## src/rtl/bk_adder_pkg.sv

```systemverilog
// Shared constants and the (G,P) pair type for the Brent-Kung prefix-adder slice.
package bk_adder_pkg;

    localparam int BK_WIDTH = 8;
    localparam int BK_SUM_W = BK_WIDTH + 1;

    typedef struct packed {
        logic g;
        logic p;
    } pg_t;

endpackage

```

## src/rtl/bk_pg_cell.sv

```systemverilog
// Prefix operator cell: (G,P)hi o (G,P)lo. GRAY=1 drops the propagate output.
module bk_pg_cell #(
    parameter bit GRAY = 1'b0
) (
    input  logic g_hi,
    input  logic p_hi,
    input  logic g_lo,
    input  logic p_lo,
    output logic g_out,
    output logic p_out
);

    assign g_out = g_hi | (p_hi & g_lo);

    if (GRAY) begin : g_gray
        // Only group generate is consumed downstream; p_lo has no role here.
        logic unused_p_lo;
        assign unused_p_lo = p_lo;
        assign p_out       = 1'b0;
    end else begin : g_black
        assign p_out = p_hi & p_lo;
    end

endmodule

```

## src/rtl/brent_kung_8b.sv

```systemverilog
// 8-bit Brent-Kung adder: combinational 9-bit sum S plus a registered copy S_q.
module brent_kung_8b
    import bk_adder_pkg::*;
#(
    parameter int WIDTH = BK_WIDTH
) (
    input  logic             clk,
    input  logic             rst_n,
    input  logic [WIDTH-1:0] A,
    input  logic [WIDTH-1:0] B,
    output logic [WIDTH:0]   S,
    output logic [WIDTH:0]   S_q
);

    if (WIDTH != 8) begin : g_width_check
        $error("brent_kung_8b: prefix tree is fixed at 8 bits, WIDTH=%0d", WIDTH);
    end

    logic [7:0] g;
    logic [7:0] p;

    assign g = A[7:0] & B[7:0];
    assign p = A[7:0] ^ B[7:0];

    // Black-cell groups whose propagate feeds a later cell as the high operand.
    pg_t pg_32, pg_54, pg_76, pg_74;
    // Prefix generates G[i:0]; with no carry-in these are the carries.
    logic g_10, g_20, g_30, g_40, g_50, g_60, g_70;
    logic [6:0] unused_gray_p;

    // Up-sweep, level 1
    bk_pg_cell #(.GRAY(1'b1)) u_l1_10 (.g_hi(g[1]), .p_hi(p[1]), .g_lo(g[0]), .p_lo(1'b0),
                                       .g_out(g_10), .p_out(unused_gray_p[0]));
    bk_pg_cell #(.GRAY(1'b0)) u_l1_32 (.g_hi(g[3]), .p_hi(p[3]), .g_lo(g[2]), .p_lo(p[2]),
                                       .g_out(pg_32.g), .p_out(pg_32.p));
    bk_pg_cell #(.GRAY(1'b0)) u_l1_54 (.g_hi(g[5]), .p_hi(p[5]), .g_lo(g[4]), .p_lo(p[4]),
                                       .g_out(pg_54.g), .p_out(pg_54.p));
    bk_pg_cell #(.GRAY(1'b0)) u_l1_76 (.g_hi(g[7]), .p_hi(p[7]), .g_lo(g[6]), .p_lo(p[6]),
                                       .g_out(pg_76.g), .p_out(pg_76.p));

    // Up-sweep, levels 2 and 3
    bk_pg_cell #(.GRAY(1'b1)) u_l2_30 (.g_hi(pg_32.g), .p_hi(pg_32.p), .g_lo(g_10), .p_lo(1'b0),
                                       .g_out(g_30), .p_out(unused_gray_p[1]));
    bk_pg_cell #(.GRAY(1'b0)) u_l2_74 (.g_hi(pg_76.g), .p_hi(pg_76.p), .g_lo(pg_54.g), .p_lo(pg_54.p),
                                       .g_out(pg_74.g), .p_out(pg_74.p));
    bk_pg_cell #(.GRAY(1'b1)) u_l3_70 (.g_hi(pg_74.g), .p_hi(pg_74.p), .g_lo(g_30), .p_lo(1'b0),
                                       .g_out(g_70), .p_out(unused_gray_p[2]));

    // Down-sweep, levels 4 and 5
    bk_pg_cell #(.GRAY(1'b1)) u_l4_50 (.g_hi(pg_54.g), .p_hi(pg_54.p), .g_lo(g_30), .p_lo(1'b0),
                                       .g_out(g_50), .p_out(unused_gray_p[3]));
    bk_pg_cell #(.GRAY(1'b1)) u_l5_20 (.g_hi(g[2]), .p_hi(p[2]), .g_lo(g_10), .p_lo(1'b0),
                                       .g_out(g_20), .p_out(unused_gray_p[4]));
    bk_pg_cell #(.GRAY(1'b1)) u_l5_40 (.g_hi(g[4]), .p_hi(p[4]), .g_lo(g_30), .p_lo(1'b0),
                                       .g_out(g_40), .p_out(unused_gray_p[5]));
    bk_pg_cell #(.GRAY(1'b1)) u_l5_60 (.g_hi(g[6]), .p_hi(p[6]), .g_lo(g_50), .p_lo(1'b0),
                                       .g_out(g_60), .p_out(unused_gray_p[6]));

    logic [7:0] c;
    assign c = {g_70, g_60, g_50, g_40, g_30, g_20, g_10, g[0]};

    assign S = {c[7], p[7:1] ^ c[6:0], p[0]};

    // NOTE: sequential state uses non-blocking assignments so every flop samples pre-edge values.
    always_ff @(posedge clk) begin
        if (!rst_n) begin
            S_q <= '0;
        end else begin
            S_q <= S;
        end
    end

endmodule

```

## config.mk

```make
export PLATFORM = sky130hd
export DESIGN_NAME = brent_kung_8b
export DESIGN_NICKNAME = d
export VERILOG_FILES = /design/src/rtl/bk_adder_pkg.sv /design/src/rtl/bk_pg_cell.sv /design/src/rtl/brent_kung_8b.sv
export SDC_FILE = /design/constraint.sdc
export NUM_CORES = 1
export LEC_CHECK = 0
export ABC_CLOCK_PERIOD_IN_PS = 2400
export CAP_MARGIN = 10
export CORE_MARGIN = 5
export CORE_UTILIZATION = 36
export CTS_CLUSTER_SIZE = 24
export DETAILED_ROUTE_END_ITERATION = 12
export HOLD_SLACK_MARGIN = 0.15
export PLACE_DENSITY = 0.77
export SKIP_CTS_REPAIR_TIMING = 1
export SLEW_MARGIN = 20
export SYNTH_ARGS = -nofsm -noshare
export SYNTH_HDL_FRONTEND = slang
export SYNTH_HIERARCHICAL = 1
export SYNTH_SLANG_ARGS = --single-unit
```

## constraint.sdc

```tcl
create_clock -name clk -period 2.4 [get_ports clk]
set_input_delay 0.48 -clock clk [delete_from_list [all_inputs] [get_ports clk]]
set_output_delay 0.48 -clock clk [all_outputs]
set_load 0.03 [all_outputs]
```

# Word level (Yosys, flattened, before mapping)
# Cells that the tools add are included.
dict set report totals {
  latch_bits 0
  memories 0
  ff_bits 9
  mem_bits_ro 0
  input_bits 18
  wordCells 30
  out_inout_bits 18
  ram_bits 0
}
dict set report classes {
  add_sub_neg 0
  n_shift 0
  magnitude_cmp 0
  mul 0
  n_eq_ne 0
  bitwise_logic 29
  n_reduce_logical 0
  div 0
  mux 0
}
# op count
set ops {}
lappend ops {{1-bit AND} 15}
lappend ops {{1-bit bitwise OR} 11}
lappend ops {{8-bit AND} 1}
lappend ops {{8-bit bitwise XOR} 1}
lappend ops {{7-bit bitwise XOR} 1}

# Depth between registers and ports, before layout
dict set report depth {
  ltp_word 10
  ltp_mapped 7
}

# Hierarchy
# The synthesis kept the hierarchy.
# module seq_area_each_um2 cells_each n_inst area_per_inst_um2
set modules_own_cells {}
lappend modules_own_cells {brent_kung_8b 180.2 36 1 416.6}
lappend modules_own_cells {{bk_pg_cell (u_l1_10 ...)} 0.0 3 7 18.8}
lappend modules_own_cells {{bk_pg_cell (u_l1_32 ...)} 0.0 2 4 15.0}

# Least setup slack after synthesis
# OpenSTA, ideal clock, no wires.
dict set report synth_timing {
  path_kind {in2out}
  startpoint {input A[2]}
  endpoint {output S[7]}
  stages 6
  n_path_buf 0
  t_arrival_ns 2.026
  required_ns 1.920
  slack_ns -0.106
  path_cell_list {ha_1 > and2_2 > a21o_1 > a21o_1 > a21o_1 > xor2_1}
}
# item line_no
set synth_rtl {}
lappend synth_rtl {{from (decl)} brent_kung_8b.sv:9} ;# input logic [WIDTH-1:0] A,
lappend synth_rtl {{to (decl)} brent_kung_8b.sv:11} ;# output logic [WIDTH:0] S,

==> flow_summary.json <==
{
  "status": "finished with violations",
  "violations": "setup timing",
  "synthCells": 50,
  "cp-end-kind": "primary output",
  "vias_per_cell": 4.571,
  "critPathKind": "in2out",
  "io_buffers": 35,
  "drt_pass1_iterations": 4,
  "syn_area_per_cell_um2": 10.51,
  "finalHoldViolations": 0,
  "worst_pin_slew_ns": 0.3125,
  "final_util_pct": 80.30,
  "htreeDepth": 1,
  "ant_nets": 0,
  "drive_gt1_share_pct": 43.27,
  "regMostFlops": "S_q",
  "clk_pin_slew_ns": 0.06,
  "vias": 544,
  "clock_tree.root_cell": "clkbuf_4",
  "finalMaxSlewViolations": 0,
  "whs_ns": 0.6085,
  "routed_wl_um": 1696,
  "slowest_stage": "ha_1",
  "ios": 36,
  "gp_congestion": 0.6828,
  "dp_hpwl_um": 1230,
  "overflow": 0,
  "core_area_um2": 1334,
  "initial_core_util_pct": 39.40,
  "cts_tree": "built",
  "largestRegisters": "S_q x9",
  "hp-class": "in2reg",
  "leakage_nw": 0.6003,
  "start_kind": "primary input",
  "period_needed_ns": 2.452,
  "cp.arrival_ns": 1.97,
  "holdPathEnd": "S_q[0]",
  "wl_per_cell_um": 14.25,
  "cts_made_buffers": 3,
  "die_area_um2": 2324,
  "rsz0062_at_grt": "yes",
  "largest_register_ffs": 9,
  "die_w_um": 48.21,
  "antenna_found_initial": 0,
  "die-height_um": 48.21,
  "min_from": "B[0]",
  "syn-num-nets": 76,
  "maxCapViolCount": 0,
  "relSlewSlack_pct": 79.10,
  "required_ns": 1.92,
  "min_path_cells": 3,
  "grt_max_degree": 10,
  "num-fill-cells": 88,
  "rows": 13,
  "yosysWarnings": 6,
  "grt_pass1_wl_um": 2173,
  "fmax_mhz": 407.8,
  "critPathMaxStageDelay_ns": 0.29,
  "path_common_cell": "a21o_1",
  "layout.nets": 131,
  "fin_crit_sh_pct": 102.2,
  "path_max_fanout": 3,
  "area_growth_pct": 103.8,
  "p_per_area_nw_per_um2": 590.7,
  "ir_drop_mv": 0.2600,
  "track_usage_pct": 13.41,
  "synthesis.area_um2": 525.5,
  "cts_sinks": 9,
  "path_cells": "dlymetal6s2s_1, ha_1, and2_4, a21o_1, a21o_1, a21o_1, xor2_2, buf_6",
  "n_antenna_cell": 0,
  "post-route-drc-count": 0,
  "setup_violations": 2,
  "fin_ws_ns": -0.05201,
  "grt_pass1_vias": 536,
  "clockBufferDepth": 2,
  "drt_iter0_drc": 8
}
## worst max-delay path by stage
stage,from,end,slack [ns],cells past startpoint
after floorplan,A[2],S[7],0.05,6
after global routing,A[2],S[7],-0.12,8
after CTS,A[3],S[8],-0.47,6
after global placement,A[1],S[8],-0.43,6
final,A[2],S[7],-0.05,8
after detailed placement,A[3],S[8],-0.47,6
## critical path, delay by kind of cell
kind	cells	cell delay [ns]
xor+xnor	1	0.18
simple gates	1	0.14
fa+ha+maj	1	0.29
buf+inv	2	0.27
compound gates	3	0.60
## per-stage QoR
stage	setup TNS [ns]	cells	total power, mW	instance area (um2)	setup slack [ns]
final	-0.08460	119	0.6326	1071	-0.05201
after global routing	-0.2520	119	0.6737	1071	-0.1186
after CTS	-2.076	115	0.6135	993.5	-0.4705
after detailed placement	-2.046	111	0.5018	967.2	-0.4653
after global placement	-1.868	111	0.4954	967.2	-0.4336
after floorplan	0	50	0.3528	533.0	0.04662
## power breakdown
part	total, mW	switching, mW	internal [mW]
Sequential	0.172	0.00441	0.168
Clock	0.110	0.0468	0.0637
Combinational	0.350	0.182	0.168
## layer usage
metal | routed length (um) | vias up | part of all wire, % | global-route usage [%]
met1 | 629 | 253 | 37 | 16.30
li1 | - | 272 | - | -
met5 | 0 | - | 0 | 0
met3 | 140 | 0 | 8.3 | 2.952
met2 | 925 | 19 | 55 | 22.92
met4 | 0 | 0 | 0 | 4.839
## final cells by class
class,count,area (um2),area share [%]
Clock buffer,4,26.28,2.453
Sequential cell,9,180.2,16.82
Tap cell,15,18.77,1.752
Multi-Input combinational cell,39,395.4,36.92
Timing Repair Buffer,52,450.4,42.06
## cells in the final DEF, fill, tap and decap left out, drive strengths merged
cell and n:
a21o 11, and2 13, buf 26, clkbuf 9, clkdlybuf4s50 15, dfxtp 9, dlymetal6s2s 6, ha 8
xor2 7
(Power assumes the default switching activity.)
